<file path="src/rtl/tx_ser_pkg.sv">
// Shared types and constants for the tx_ser byte serializer.
package tx_ser_pkg;

    typedef enum logic [6:0] {
        S_IDLE  = 7'b000_0001,
        S_START = 7'b000_0010,
        S_BIT   = 7'b000_0100,
        S_STOP  = 7'b000_1000,
        S_CRC_L = 7'b001_0000,
        S_CRC_H = 7'b010_0000,
        S_BREAK = 7'b100_0000
    } state_e;

    localparam logic [15:0] CRC_INIT   = 16'hFFFF;
    localparam logic [15:0] CRC_POLY   = 16'hA001;
    localparam int unsigned BREAK_BITS = 10;

    // Frame bit indices: 0 = start, 1..8 = data, 9 = stop.
    localparam logic [3:0]  LAST_DATA_IDX = 4'd8;
    localparam logic [3:0]  STOP_IDX      = 4'd9;
    localparam logic [3:0]  BRK_HIGH_IDX  = 4'(BREAK_BITS);
    localparam logic [10:0] BREAK_PAT     = 11'(1) << BREAK_BITS;

    // Line pattern for one frame, shifted out from bit 0; spare top bit idles high.
    function automatic logic [10:0] frame_of(input logic [7:0] b);
        return {2'b11, b, 1'b0};
    endfunction

endpackage

</file>
<file path="src/rtl/serial_crc.sv">
// Bit-serial CRC-16/MODBUS (reflected) accumulator with synchronous clear.
module serial_crc
    import tx_ser_pkg::*;
(
    input  logic        clk,
    input  logic        reset_n,
    input  logic        clean,
    input  logic        data_clk,
    input  logic        data_in,
    output logic [15:0] crc
);

    logic [15:0] crc_q, crc_d;
    logic        fb;

    always_comb begin
        fb    = crc_q[0] ^ data_in;
        crc_d = crc_q;
        if (clean) begin
            crc_d = CRC_INIT;
        end else if (data_clk) begin
            crc_d = (crc_q >> 1) ^ (fb ? CRC_POLY : 16'h0000);
        end
    end

    always_ff @(posedge clk or negedge reset_n) begin
        if (!reset_n) begin
            crc_q <= CRC_INIT;
        end else begin
            crc_q <= crc_d;
        end
    end

    assign crc = crc_q;

endmodule

</file>
<file path="src/rtl/tx_ser.sv">
// Byte serializer: UART-style frames, low-speed first frame, CRC-16 trailer, break.
//   state   | meaning
//   IDLE    | line high, driver off, CRC held at init
//   START   | start bit (0)
//   BIT     | 8 payload data bits, LSB first, fed to CRC
//   STOP    | stop bit (1); holds here between bytes while no data
//   CRC_L   | full frame carrying CRC low byte
//   CRC_H   | full frame carrying CRC high byte, then done
//   BREAK   | 10 low bits then 1 high bit at low-speed divisor
module tx_ser
    import tx_ser_pkg::*;
(
    input  logic        clk,
    input  logic        reset_n,
    input  logic [15:0] div_ls,
    input  logic [15:0] div_hs,
    input  logic        tx_permit,
    input  logic        abort,
    input  logic        send_break,
    input  logic [7:0]  in_data,
    input  logic        in_last,
    input  logic        in_valid,
    output logic        in_ready,
    output logic        tx,
    output logic        tx_en,
    output logic        busy,
    output logic        done
);

    state_e      state_q, state_d;
    logic [10:0] sh_q, sh_d;
    logic [3:0]  idx_q, idx_d;
    logic [15:0] cnt_q, cnt_d;
    logic [15:0] div_q, div_d;
    logic        last_q, last_d;
    logic        tx_q, tx_d;
    logic        tx_en_q, tx_en_d;
    logic        done_q, done_d;
    logic        bit_end;
    logic        crc_feed;
    logic [15:0] crc;

    assign bit_end  = (cnt_q == 16'd0);
    assign crc_feed = (state_q == S_BIT) && bit_end && !abort;

    assign in_ready = in_valid && !abort &&
                      (((state_q == S_IDLE) && tx_permit && !send_break) ||
                       ((state_q == S_STOP) && bit_end && !last_q));

    serial_crc u_crc (
        .clk      (clk),
        .reset_n  (reset_n),
        .clean    (state_q == S_IDLE),
        .data_clk (crc_feed),
        .data_in  (sh_q[0]),
        .crc      (crc)
    );

    always_ff @(posedge clk or negedge reset_n) begin
        if (!reset_n) begin
            state_q <= S_IDLE;
            sh_q    <= '1;
            idx_q   <= '0;
            cnt_q   <= '0;
            div_q   <= '0;
            last_q  <= 1'b0;
            tx_q    <= 1'b1;
            tx_en_q <= 1'b0;
            done_q  <= 1'b0;
        end else begin
            state_q <= state_d;
            sh_q    <= sh_d;
            idx_q   <= idx_d;
            cnt_q   <= cnt_d;
            div_q   <= div_d;
            last_q  <= last_d;
            tx_q    <= tx_d;
            tx_en_q <= tx_en_d;
            done_q  <= done_d;
        end
    end

    always_comb begin
        state_d = state_q;
        case (state_q)
            S_IDLE: begin
                if (send_break) begin
                    state_d = S_BREAK;
                end else if (in_valid && tx_permit) begin
                    state_d = S_START;
                end
            end
            S_START: if (bit_end) state_d = S_BIT;
            S_BIT:   if (bit_end && idx_q == LAST_DATA_IDX) state_d = S_STOP;
            S_STOP: begin
                if (bit_end) begin
                    if (last_q) begin
                        state_d = S_CRC_L;
                    end else if (in_valid) begin
                        state_d = S_START;
                    end
                end
            end
            S_CRC_L: if (bit_end && idx_q == STOP_IDX) state_d = S_CRC_H;
            S_CRC_H: if (bit_end && idx_q == STOP_IDX) state_d = S_IDLE;
            S_BREAK: if (bit_end && idx_q == BRK_HIGH_IDX) state_d = S_IDLE;
            default: state_d = S_IDLE;
        endcase
        if (abort) begin
            state_d = S_IDLE;
        end
    end

    // Datapath and registered outputs; tx always follows bit 0 of the shifter.
    always_comb begin
        sh_d   = sh_q;
        idx_d  = idx_q;
        cnt_d  = cnt_q;
        div_d  = div_q;
        last_d = last_q;
        done_d = 1'b0;
        if (abort) begin
            sh_d  = '1;
            idx_d = '0;
            cnt_d = '0;
        end else begin
            case (state_q)
                S_IDLE: begin
                    sh_d  = '1;
                    idx_d = '0;
                    cnt_d = '0;
                    if (send_break) begin
                        sh_d  = BREAK_PAT;
                        div_d = div_ls;
                        cnt_d = div_ls;
                    end else if (in_ready) begin
                        sh_d   = frame_of(in_data);
                        last_d = in_last;
                        div_d  = div_ls;
                        cnt_d  = div_ls;
                    end
                end
                S_STOP: begin
                    if (!bit_end) begin
                        cnt_d = cnt_q - 16'd1;
                    end else if (last_q) begin
                        sh_d  = frame_of(crc[7:0]);
                        idx_d = '0;
                        div_d = div_hs;
                        cnt_d = div_hs;
                    end else if (in_ready) begin
                        sh_d   = frame_of(in_data);
                        last_d = in_last;
                        idx_d  = '0;
                        div_d  = div_hs;
                        cnt_d  = div_hs;
                    end
                end
                default: begin
                    if (!bit_end) begin
                        cnt_d = cnt_q - 16'd1;
                    end else if (state_q == S_CRC_L && state_d == S_CRC_H) begin
                        sh_d  = frame_of(crc[15:8]);
                        idx_d = '0;
                        div_d = div_hs;
                        cnt_d = div_hs;
                    end else if (state_d == S_IDLE) begin
                        sh_d   = '1;
                        idx_d  = '0;
                        done_d = 1'b1;
                    end else begin
                        sh_d  = {1'b1, sh_q[10:1]};
                        idx_d = idx_q + 4'd1;
                        cnt_d = div_q;
                    end
                end
            endcase
        end
        tx_d    = sh_d[0];
        tx_en_d = (state_d != S_IDLE);
    end

    assign tx    = tx_q;
    assign tx_en = tx_en_q;
    assign done  = done_q;
    assign busy  = (state_q != S_IDLE);

endmodule

</file>
<file path="config.mk">
export PLATFORM = sky130hd
export DESIGN_NAME = tx_ser
export DESIGN_NICKNAME = d
export VERILOG_FILES = /design/src/rtl/tx_ser_pkg.sv /design/src/rtl/serial_crc.sv /design/src/rtl/tx_ser.sv
export SDC_FILE = /design/constraint.sdc
export NUM_CORES = 1
export LEC_CHECK = 0
export ABC_AREA = 1
export CAP_MARGIN = 5
export CORE_ASPECT_RATIO = 2
export CORE_MARGIN = 2
export CORE_UTILIZATION = 42
export CTS_CLUSTER_DIAMETER = 150
export DETAILED_ROUTE_END_ITERATION = 12
export PLACE_DENSITY_LB_ADDON = 0.12
export REMOVE_ABC_BUFFERS = 1
export SYNTH_ARGS = -nofsm -noshare
export SYNTH_HDL_FRONTEND = slang
export SYNTH_SLANG_ARGS = --single-unit
export TNS_END_PERCENT = 100
</file>
<file path="constraint.sdc">
create_clock -name clk -period 4.59 [get_ports clk]
set_input_delay 1.377 -clock clk [delete_from_list [all_inputs] [get_ports clk]]
set_output_delay 1.377 -clock clk [all_outputs]
set_load 0.02 [all_outputs]
</file>
; After elaboration in Yosys (flattened, before gate mapping)
; Index checks and enable logic that the tools add are counted.
[word_totals]
mem_bits_ro = 0
wordCells = 126
latch_bits = 0
out_inout_bits = 5
mem_bits_rw = 0
ff_bits = 73
mem_count = 0
input_bits = 47
[op_classes]
n_bitwise = 3
n_eq_ne = 23
multipliers = 0
magnitude_cmp = 0
shift = 0
n_addsub = 2
div_mod_pow = 0
n_reduce_logical = 28
n_mux = 60
[ops]
columns = op, count
row1 = two-way mux 16 bit, 17
row2 = two-way mux 7 bit, 11
row3 = case mux 16 bit (2 select lines), 2
row4 = two-way mux 11 bit, 5
row5 = case mux 7 bit (7 select lines), 1
row6 = two-way mux 10 bit, 3
row7 = two-way mux 4 bit, 7
row8 = case mux 11 bit (2 select lines), 1
row9 = zero test 16 bit, 1
row10 = "subtractor 16 x 1 -> 16 bit, second input constant", 1
row11 = XOR 15 x 16 -> 16 bit, 1
row12 = "equality test 7 x 1 -> 1 bit, second input constant", 2
row13 = "equality test 7 x 6 -> 1 bit, second input constant", 2
row14 = "!= test 7 x 1 -> 1 bit, second input constant", 2
row15 = logical AND 1 bit, 13
row16 = "equality test 4 bit, second input constant", 3
row17 = two-way mux 1 bit, 10
row18 = two-way mux 9 bit, 1
row19 = "!= test 3 bit, second input constant", 3
row20 = case mux 4 bit (2 select lines), 1
row21 = "equality test 7 x 2 -> 1 bit, second input constant", 1
row22 = "equality test 7 x 3 -> 1 bit, second input constant", 1
row23 = "equality test 7 x 4 -> 1 bit, second input constant", 1
row24 = "equality test 7 x 5 -> 1 bit, second input constant", 1
row25 = 18 further kinds, 25

; Longest topological paths before layout
; Gate-level depths: netlist of run 1.
[logic_depth]
depth_word = 11
ltp_mapped = 15
ltp_nobuf = 15

; Cells and area by module
; A second synthesis of run 1 with hierarchy kept.
[hier_totals]
hier_cells = 748
hier_area_um2 = 5133.7
[by_module_without_submodules]
columns = module, seq_area_each_um2, cells_per_inst, area_each_um2, instances
row1 = tx_ser, 1415.1, 680, 4385.5, 1
row2 = serial_crc, 420.4, 68, 748.2, 1

; Worst setup path after synthesis of run 1
; Ideal clock, no wire load.
[synth_timing]
path_kind = input -> output
from = input send_break
to = output in_ready
slack_ns = 1.336
path_buffers = 0
t_arrival_ns = 1.877
stages = 5
t_required_ns = 3.213
path_cell_list = nor2_1 -> nand3_1 -> o21ai_2 -> nand2_2 -> inv_1
[synth_between]
elab_chain_len = 4
[synth_rtl]
columns = item, line_no
row1 = from (decl), tx_ser.sv:19  ; input logic send_break,
row2 = zero test 1 bit, tx_ser.sv:47  ; (((state_q == S_IDLE) && tx_permit && !send_break) ||
row3 = logical AND 1 bit, tx_ser.sv:47
row4 = logical OR 1 bit, tx_ser.sv:47
row5 = logical AND 1 bit, tx_ser.sv:46  ; assign in_ready = in_valid && !abort &&
row6 = to (decl), tx_ser.sv:23  ; output logic in_ready,
; No other way between the ends.

; Final worst setup path of run 1
[layout_timing]
from = input in_valid
to = output in_ready
[layout_between]
elab_chain_len = 2
[layout_rtl]
columns = item, line_no
row1 = from (decl), tx_ser.sv:22  ; input logic in_valid,
row2 = logical AND 1 bit (2 in a row), tx_ser.sv:46
; No other way between the ends.

==> flow_metrics.tcl, run 1 <==
set metrics [dict create \
    status "completed" \
    hold_viol 0 \
    htreeDepth 3 \
    cp.required_ns 3.21 \
    reg2reg_depth 13 \
    fin_ws_ns 0.2202 \
    finalSetupViolations 0 \
    drc_errors 0 \
    hold_depth 2 \
    ys_async_sr_fraction 1.000 \
    numCtsBuffers 9 \
    gp_congestion 0.9593 \
    cts_setup_buffers 0 \
    clockBufferDepth 2 \
    die_area_um2 13370 \
    ir_drop_mv 0.2815 \
    synthCells 745 \
    synth_edf_count 0 \
    rsz0062_at_grt "no" \
    die_x_um 82.76 \
    cts-hold-fix-buffers 0 \
    antenna_found_initial 0 \
    port-buffer-count 51 \
    yosysWarningCount 0 \
    drive_above_1_share 0.1816 \
    synth_commonest_cells "nand2_1 (189), nor2_1 (93), inv_1 (62), o21ai_0 (55), nand3_1 (51)" \
    core-area_um2 12120 \
    synth_top_cell_area_share 0.2161 \
    ys_seq_area_frac 0.3523 \
    hpwlAfterDp_um 11850 \
    worstMarginPinSlew_ns 1.175 \
    area_growth_pct 17.65 \
    grt_pass1_wl_um 25790 \
    powerDensity_nw_per_um2 468.8 \
    path_clk_slew_ns 0.06 \
    synth_area_per_cell_um2 6.993 \
    nets 840 \
    post-synth-top-count-cell "nand2_1" \
    n_fill_cell 1243 \
    placement_rows 57 \
    cts_tree "built" \
    syn_area_um2 5210 \
    skew_ns 0.01100 \
    drtIter0Drc 279 \
    synthFlopType "dfrtp_1" \
    die_h_um 161.5 \
    grt_pass1_vias 5034 \
    gr-total-overflow 0 \
    end_kind "output port" \
    max_freq_ghz 0.2288 \
    io_pins 52 \
    synthDistinctLibCells 41 \
    drv_cap 0 \
    wl_per_cell_um 17.26 \
    dp_worst_setup_slack_ns 0.2238 \
    antenna_cells 0 \
    cts-root-buf "clkbuf_16" \
    cts.repair.resized 0 \
    post-route-min-period_ns 4.370 \
    final_max_slew_viol_count 0 \
    crit_arrival_ns 2.99 \
    yosysTopAreaCell "dfrtp_1" \
    yosys-top-cells-area "dfrtp_1 (22%), dfstp_2 (14%), nand2_1 (14%)" \
    finalWirelength_um 16230 \
    hp-class "register to register" \
    p_leak_uw 0.002873 \
    track_usage 0.2576 \
    total_power_uw 2874 \
    cp_max_fo 5 \
    clk_latency_ns 0.34 \
    vias 5073 \
    dr.pass1.iters 5 \
    start_kind "input pin" \
    vias_per_cell 5.397 \
    fin_crit_sh 0.9520 \
    maxSlewHeadroom 0.2164 \
    grt_max_degree 49 \
    cts.sinks 72 \
    start_util 0.4297 \
    worstSetupPathType "input pin to output port" \
    synth-seq-cells 72 \
    tns_ns 0 \
    ant_nets 0 \
]
[layer usage]
metal	share of wire	global-route usage	vias up
met3	0.037	0.03352	40
met1	0.36	0.2730	2390
li1	-	-	2494
met4	0.038	0.1162	0
met5	0	0	-
met2	0.56	0.4809	149
[placed cells by master (no fill, tap or decap), types with 3 or more instances in the layout]
| master | count |
|---|---|
| nand3_1 | 51 |
| a21oi_1 | 49 |
| buf_4 | 10 |
| clkdlybuf4s50_1 | 50 |
| a31oi_1 | 5 |
| xor2_1 | 9 |
| nor2_1 | 93 |
| clkbuf_16 | 10 |
| ha_1 | 5 |
| inv_1 | 62 |
| nand2_2 | 9 |
| nor2_2 | 9 |
| o211ai_1 | 5 |
| dfrtp_1 | 45 |
| nand2_4 | 5 |
| inv_2 | 22 |
| nand2_1 | 189 |
| dfstp_2 | 27 |
| o21ai_0 | 55 |
| nor3_1 | 6 |
| o21ai_2 | 16 |
| nand4_1 | 11 |
| nand3_2 | 15 |
| nor2_4 | 5 |
| o21ai_1 | 3 |
[where the power goes]
part	internal (µW)	total, µW	switching [µW]	leakage [µW]
Sequential	883	1050	164	0.000852
Clock	469	757	287	0.000154
Combinational	380	1070	691	0.00187
[state kept, by name, summed over array words and instances, names as in the netlist]
signal	flops
state_q	7
last_q	1
sh_q	10
u_crc.crc	16
idx_q	4
done	1
tx_en	1
div_q	16
cnt_q	16
[worst paths after layout]
kind | startpoint | endpoint | slack, ns
min in group asynchronous | reset_n | div_q[0] | 1.26
max in group asynchronous | reset_n | u_crc.crc[11] | 2.40
setup / recovery | in_valid | in_ready | 0.22
hold / removal | sh_q[9] | sh_q[9] | 0.49
setup reg to reg | cnt_q[0] | div_q[0] | 1.58
hold reg to reg | sh_q[9] | sh_q[9] | 0.49
[cells by family after synthesis]
logic type	Yosys count	share of synthesized area
multiplexers	1	0.001921
XOR/XNOR	10	0.01681
AO/OA/AOI/OAI	137	0.1489
AND/OR/NAND/NOR	405	0.3734
buffers and inverters	115	0.09462
adder cells (fa/ha/maj)	5	0.01201
flip-flops	72	0.3523
[cell type report]
class | instances | area [µm²] | share of cell area
repair buffers | 61 | 580.6 | 0.09471
well taps | 147 | 183.9 | 0.03001
inverters | 86 | 325.3 | 0.05307
clock buffers | 12 | 267.8 | 0.04368
multi-input cells | 558 | 2885 | 0.4707
clock inverters | 4 | 51.30 | 0.008369
flip-flops and latches | 72 | 1836 | 0.2994
[critical path: stages]
cell and delay (ns):
clkdlybuf4s50_1 0.56, nand3_1 0.14, o21ai_2 0.17, nand2_2 0.09, inv_1 0.06, clkdlybuf4s50_1 0.59
[through the flow]
stage / util / cells / hold slack, ns / area, µm²
floorplan: - / 716 / 0.4553 / 5042
global placement: 0.4793 / 924 / 0.4752 / 5811
detailed placement: 0.4793 / 924 / 0.4777 / 5811
CTS: 0.5056 / 940 / 0.4928 / 6130
global route: 0.5056 / 940 / 0.5136 / 6130
finish: 0.5056 / 940 / 0.4948 / 6130
(Power assumes the default switching activity.)
==> inputs of run 2 (changes only) <==
--- a/config.mk
+++ b/config.mk
@@ -9,7 +9,7 @@
 export CAP_MARGIN = 5
 export CORE_ASPECT_RATIO = 2
 export CORE_MARGIN = 2
-export CORE_UTILIZATION = 42
+export CORE_UTILIZATION = 40
 export CTS_CLUSTER_DIAMETER = 150
 export DETAILED_ROUTE_END_ITERATION = 12
 export PLACE_DENSITY_LB_ADDON = 0.12
==> run 2 against run 1 <==
Total power is 2.8% lower. Highest routed layer unchanged. Critical path type unchanged. Register-to-register slack worse by 0.11 ns. Sequential cell count stayed put. Clock power is 5.2% lower. Via count is 3.4% lower. Final cell count is 0.11% higher. Global-route usage is 4.1 points lower. Critical endpoint unchanged. Critical path depth stayed put. Clock skew is 0.0059 ns lower. Count of clock-buffer cells in the layout is 3 lower.
==> flow_metrics.tcl, run 2 (synthesized netlist as in run 1, its figures left out) <==
set metrics [dict create \
    status "completed" \
    grt_max_degree 73 \
    worstMarginPinSlew_ns 0.9951 \
    port-buffer-count 51 \
    placement_rows 59 \
    multi_input_area_um2 2885 \
    p_int_uw 1678 \
    pwr-share-seq 0.371 \
    cts_setup_buffers 0 \
    cts.sinks 72 \
    grt_pass1_wl_um 23890 \
    nets 836 \
    worstSetupPathType "input pin to output port" \
    antenna_cells 0 \
    drv_cap 0 \
    maxSlewHeadroom 0.3366 \
    fin_crit_sh 0.9551 \
    total_power_uw 2794 \
    final_max_slew_viol_count 0 \
    p_clk_frac 0.257 \
    hp-class "register to register" \
    dr.pass1.iters 4 \
    cts-hold-fix-buffers 0 \
    crit_arrival_ns 3.01 \
    ant_nets 0 \
    p_comb_frac 0.372 \
    finalSetupViolations 0 \
    clk_latency_ns 0.34 \
    area_growth_pct 16.74 \
    io_pins 52 \
    drtIter0Drc 236 \
    track_usage 0.2162 \
    rr_startpoint "cnt_q[0]" \
    switchingPower_uw 1116 \
    vias 4901 \
    whs_ns 0.4906 \
    core-area_um2 12840 \
    clockBufferDepth 2 \
    ir_drop_mv 0.2668 \
    grt_pass1_vias 4815 \
    p_sw_frac 0.3995 \
    worstSetupStartpoint "in_valid" \
    start_util 0.4056 \
    hp-start "div_q[11]" \
    wl_per_cell_um 15.45 \
    numCtsBuffers 9 \
    max_freq_ghz 0.2281 \
    cts-root-buf "clkbuf_16" \
    tns_ns 0 \
    hold_viol 0 \
    register_area_um2 1836 \
    gp_congestion 0.9378 \
    cp.required_ns 3.21 \
    die_area_um2 14010 \
    start_kind "input pin" \
    cts_tree "built" \
    final_cell_mix "nand2_1 (189), nor2_1 (93), inv_1 (62)" \
    powerDensity_nw_per_um2 459.5 \
    hpwlAfterDp_um 10020 \
    cp_max_fo 5 \
    end_kind "output port" \
    n_fill_cell 1352 \
    finalWirelength_um 14540 \
    rsz0062_at_grt "no" \
    path_clk_slew_ns 0.06 \
    vias_per_cell 5.208 \
    final_common_cell "nand2_1" \
    htreeDepth 3 \
    gr-total-overflow 0 \
    drc_errors 0 \
    antenna_found_initial 0 \
    drive_above_1_share 0.1787 \
    skew_ns 0.005095 \
    post-route-min-period_ns 4.384 \
    die_x_um 84.70 \
    cts.repair.resized 0 \
    die_h_um 165.4 \
    p_leak_uw 0.002852 \
]
run 2: final cells by class:
class	count	share of cell area
inverters	86	0.05349
clock inverters	7	0.01111
clock buffers	9	0.03703
repair buffers	57	0.09093
flip-flops and latches	72	0.3018
well taps	152	0.03127
multi-input cells	558	0.4744
run 2: final timing paths:
| path | endpoint | slack [ns] | cells after the start |
|---|---|---|---|
| setup / recovery | in_ready | 0.21 | 6 |
| hold / removal | div_q[11] | 0.49 | 2 |
| setup reg to reg | div_q[0] | 1.47 | 11 |
| hold reg to reg | div_q[11] | 0.49 | 2 |
| max in group asynchronous | div_q[8] | 2.74 | 1 |
| min in group asynchronous | tx_en | 1.16 | 1 |
run 2: per-stage QoR:
step | area (µm²) | std cells | utilization | setup WS [ns]
2_1_floorplan | 5042 | 716 | - | 1.312
3_3_place_gp | 5789 | 925 | 0.4507 | 0.2666
3_5_place_dp | 5789 | 925 | 0.4507 | 0.2039
4_1_cts | 6082 | 941 | 0.4735 | 0.2036
5_1_grt | 6082 | 941 | 0.4735 | 0.1229
6_report | 6082 | 941 | 0.4735 | 0.2062
run 2: critical path: stages:
cell             delay, ns
clkdlybuf4s50_1       0.56
nand3_1               0.15
o21ai_2               0.18
nand2_2               0.09
inv_1                 0.06
clkdlybuf4s50_1       0.59
run 2: power by group through the flow:
stage	Clock (µW)	Sequential, µW	Combinational [µW]
CTS	737	1040	1050
detailed placement	0	1050	1040
floorplan	0	1010	759
global route	757	1070	1180
global placement	0	1050	1030
finish	718	1040	1040
run 2: metal layers:
layer | wire [µm] | vias to the layer above | global-route usage
met2 | 7250 | 103 | 0.3819
met3 | 479 | 18 | 0.03429
met4 | 291 | 0 | 0.07287
met5 | 0 | - | 0
li1 | - | 2489 | -
met1 | 6518 | 2291 | 0.2659
==> inputs of run 3 (changes only) <==
--- a/config.mk
+++ b/config.mk
@@ -10,6 +10,7 @@
 export CORE_ASPECT_RATIO = 2
 export CORE_MARGIN = 2
 export CORE_UTILIZATION = 40
+export CTS_BUF_LIST = sky130_fd_sc_hd__clkbuf_4
 export CTS_CLUSTER_DIAMETER = 150
 export DETAILED_ROUTE_END_ITERATION = 12
 export PLACE_DENSITY_LB_ADDON = 0.12
==> run 3 against run 2 <==
Utilization down 1.2 points. Non-clock buffer count did not move. Total power fell by 11%. Worst hold slack better by 0.013 ns. Fmax is 0.20% lower. Critical path depth did not move. Count of clock-buffer cells in the layout unchanged. Clock skew grew 0.0045 ns. Global-route usage fell by 0.15 points.
==> flow_metrics.tcl, run 3 (synthesized netlist as in run 1, its figures left out) <==
set metrics [dict create \
    cts_setup_buffers 0 \
    clk_latency_ns 0.44 \
    dr.pass1.iters 5 \
    gp_congestion 0.9378 \
    finalWirelength_um 14490 \
    p_leak_uw 0.002782 \
    numCtsBuffers 9 \
    end_kind "output port" \
    multi_input_area_um2 2885 \
    hp-class "register to register" \
    worstSetupStartpoint "in_valid" \
    worstMarginPinSlew_ns 0.9641 \
    cts-root-buf "clkbuf_4" \
    worstSetupPathType "input pin to output port" \
    cts.repair.resized 0 \
    cts.sinks 72 \
    skew_ns 0.009552 \
    hpwlAfterDp_um 10020 \
    stdcell_count 942 \
    status "completed" \
    path_clk_slew_ns 0.13 \
    clockBufferDepth 2 \
    tns_ns 0 \
    start_util 0.4056 \
    port-buffer-count 51 \
    drv_cap 0 \
    powerDensity_nw_per_um2 422.0 \
    drc_errors 0 \
    crit_arrival_ns 3.02 \
    hold_viol 0 \
    final_cell_mix "nand2_1 (189), nor2_1 (93), inv_1 (62)" \
    drtIter0Drc 246 \
    vias_per_cell 5.222 \
    rrSetupSlack_ns 1.47 \
    max_freq_ghz 0.2277 \
    die_x_um 84.70 \
    register_area_um2 1836 \
    slowest_stage "clkdlybuf4s50_1" \
    ir_drop_mv 0.2548 \
    gr-total-overflow 0 \
    track_usage 0.2147 \
    fin_crit_sh 0.9570 \
    reg2reg_depth 11 \
    start_kind "input pin" \
    slowest_delay_ns 0.59 \
    drive_above_1_share 0.1787 \
    placement_rows 59 \
    area_growth_pct 13.76 \
    maxSlewHeadroom 0.3573 \
    ant_nets 0 \
    final_max_slew_viol_count 0 \
    endpoint "in_ready" \
    dp.cells 925 \
    antenna_found_initial 1 \
    grt_pass1_wl_um 23870 \
    final_common_cell "nand2_1" \
    cts-hold-fix-buffers 0 \
    htreeDepth 3 \
    io_pins 52 \
    cp.required_ns 3.21 \
    grt_max_degree 73 \
    cp_max_fo 5 \
    n_fill_cell 1373 \
    die_area_um2 14010 \
    finalSetupViolations 0 \
    die_h_um 165.4 \
    cts_tree "built" \
    core-area_um2 12840 \
    vias 4919 \
    rsz0062_at_grt "no" \
    path_cells "clkdlybuf4s50_1 > nand3_1 > o21ai_2 > nand2_2 > inv_1 > clkdlybuf4s50_1" \
    wl_per_cell_um 15.38 \
    cpMostUsedCell "clkdlybuf4s50_1" \
    regToRegEndpoint "div_q[0]" \
    grt_pass1_vias 4806 \
    post-route-min-period_ns 4.392 \
    nets 836 \
    rr_startpoint "cnt_q[0]" \
]
[run 3: cell types whose count changed in the layout (fill, tap and decap cells not counted)]
cell / delta
clkbuf_16: -9
clkbuf_4: +9
diode_2: +1
[run 3: worst max-delay path, delay by kind of cell]
| kind | cells | cell delay, ns |
|---|---|---|
| AO/OA/AOI/OAI | 1 | 0.18 |
| AND/OR/NAND/NOR | 2 | 0.24 |
| buffers and inverters | 3 | 1.21 |
[run 3: worst min-delay path by stage]
stage	to	depth (start not counted)	start	slack [ns]
after floorplan	div_q[0]	2	div_q[0]	0.46
after global placement	div_q[15]	2	div_q[15]	0.47
after detailed placement	div_q[2]	2	div_q[2]	0.48
after CTS	sh_q[9]	2	sh_q[9]	0.50
after global routing	sh_q[9]	2	sh_q[9]	0.52
final	div_q[11]	2	div_q[11]	0.50
[run 3: per-stage QoR]
| step | cell area [µm²] | hold WS [ns] | utilization | power, µW | worst slack [ns] |
|---|---|---|---|---|---|
| 2_1_floorplan | 5042 | 0.4553 | - | 1769 | 1.312 |
| 3_3_place_gp | 5789 | 0.4701 | 0.4507 | 2075 | 0.2666 |
| 3_5_place_dp | 5789 | 0.4778 | 0.4507 | 2088 | 0.2039 |
| 4_1_cts | 5924 | 0.5035 | 0.4612 | 2523 | 0.2036 |
| 5_1_grt | 5927 | 0.5244 | 0.4614 | 2710 | 0.1229 |
| 6_report | 5927 | 0.5040 | 0.4614 | 2501 | 0.1975 |
[run 3: final cells by class]
| class | instances | area share |
|---|---|---|
| diodes | 1 | 0.0004222 |
| clock buffers | 9 | 0.01140 |
| clock inverters | 7 | 0.01140 |
| inverters | 86 | 0.05489 |
| multi-input cells | 558 | 0.4868 |
| flip-flops and latches | 72 | 0.3097 |
| well taps | 152 | 0.03209 |
| repair buffers | 57 | 0.09331 |
[run 3: where the power goes]
| part | switching (µW) | internal [µW] | total (µW) |
|---|---|---|---|
| Combinational | 663 | 374 | 1040 |
| Sequential | 156 | 880 | 1040 |
| Clock | 261 | 167 | 428 |
| Total | 1080 | 1420 | 2500 |
[run 3: metal layers]
layer  vias to the layer above  GRT usage  routed length [µm]
met5                         -          0                   0
met4                         0    0.06926                 268
met3                        19    0.02982                 537
met2                       133     0.3815                7297
met1                      2285     0.2662                6384
li1                       2482          -                   -
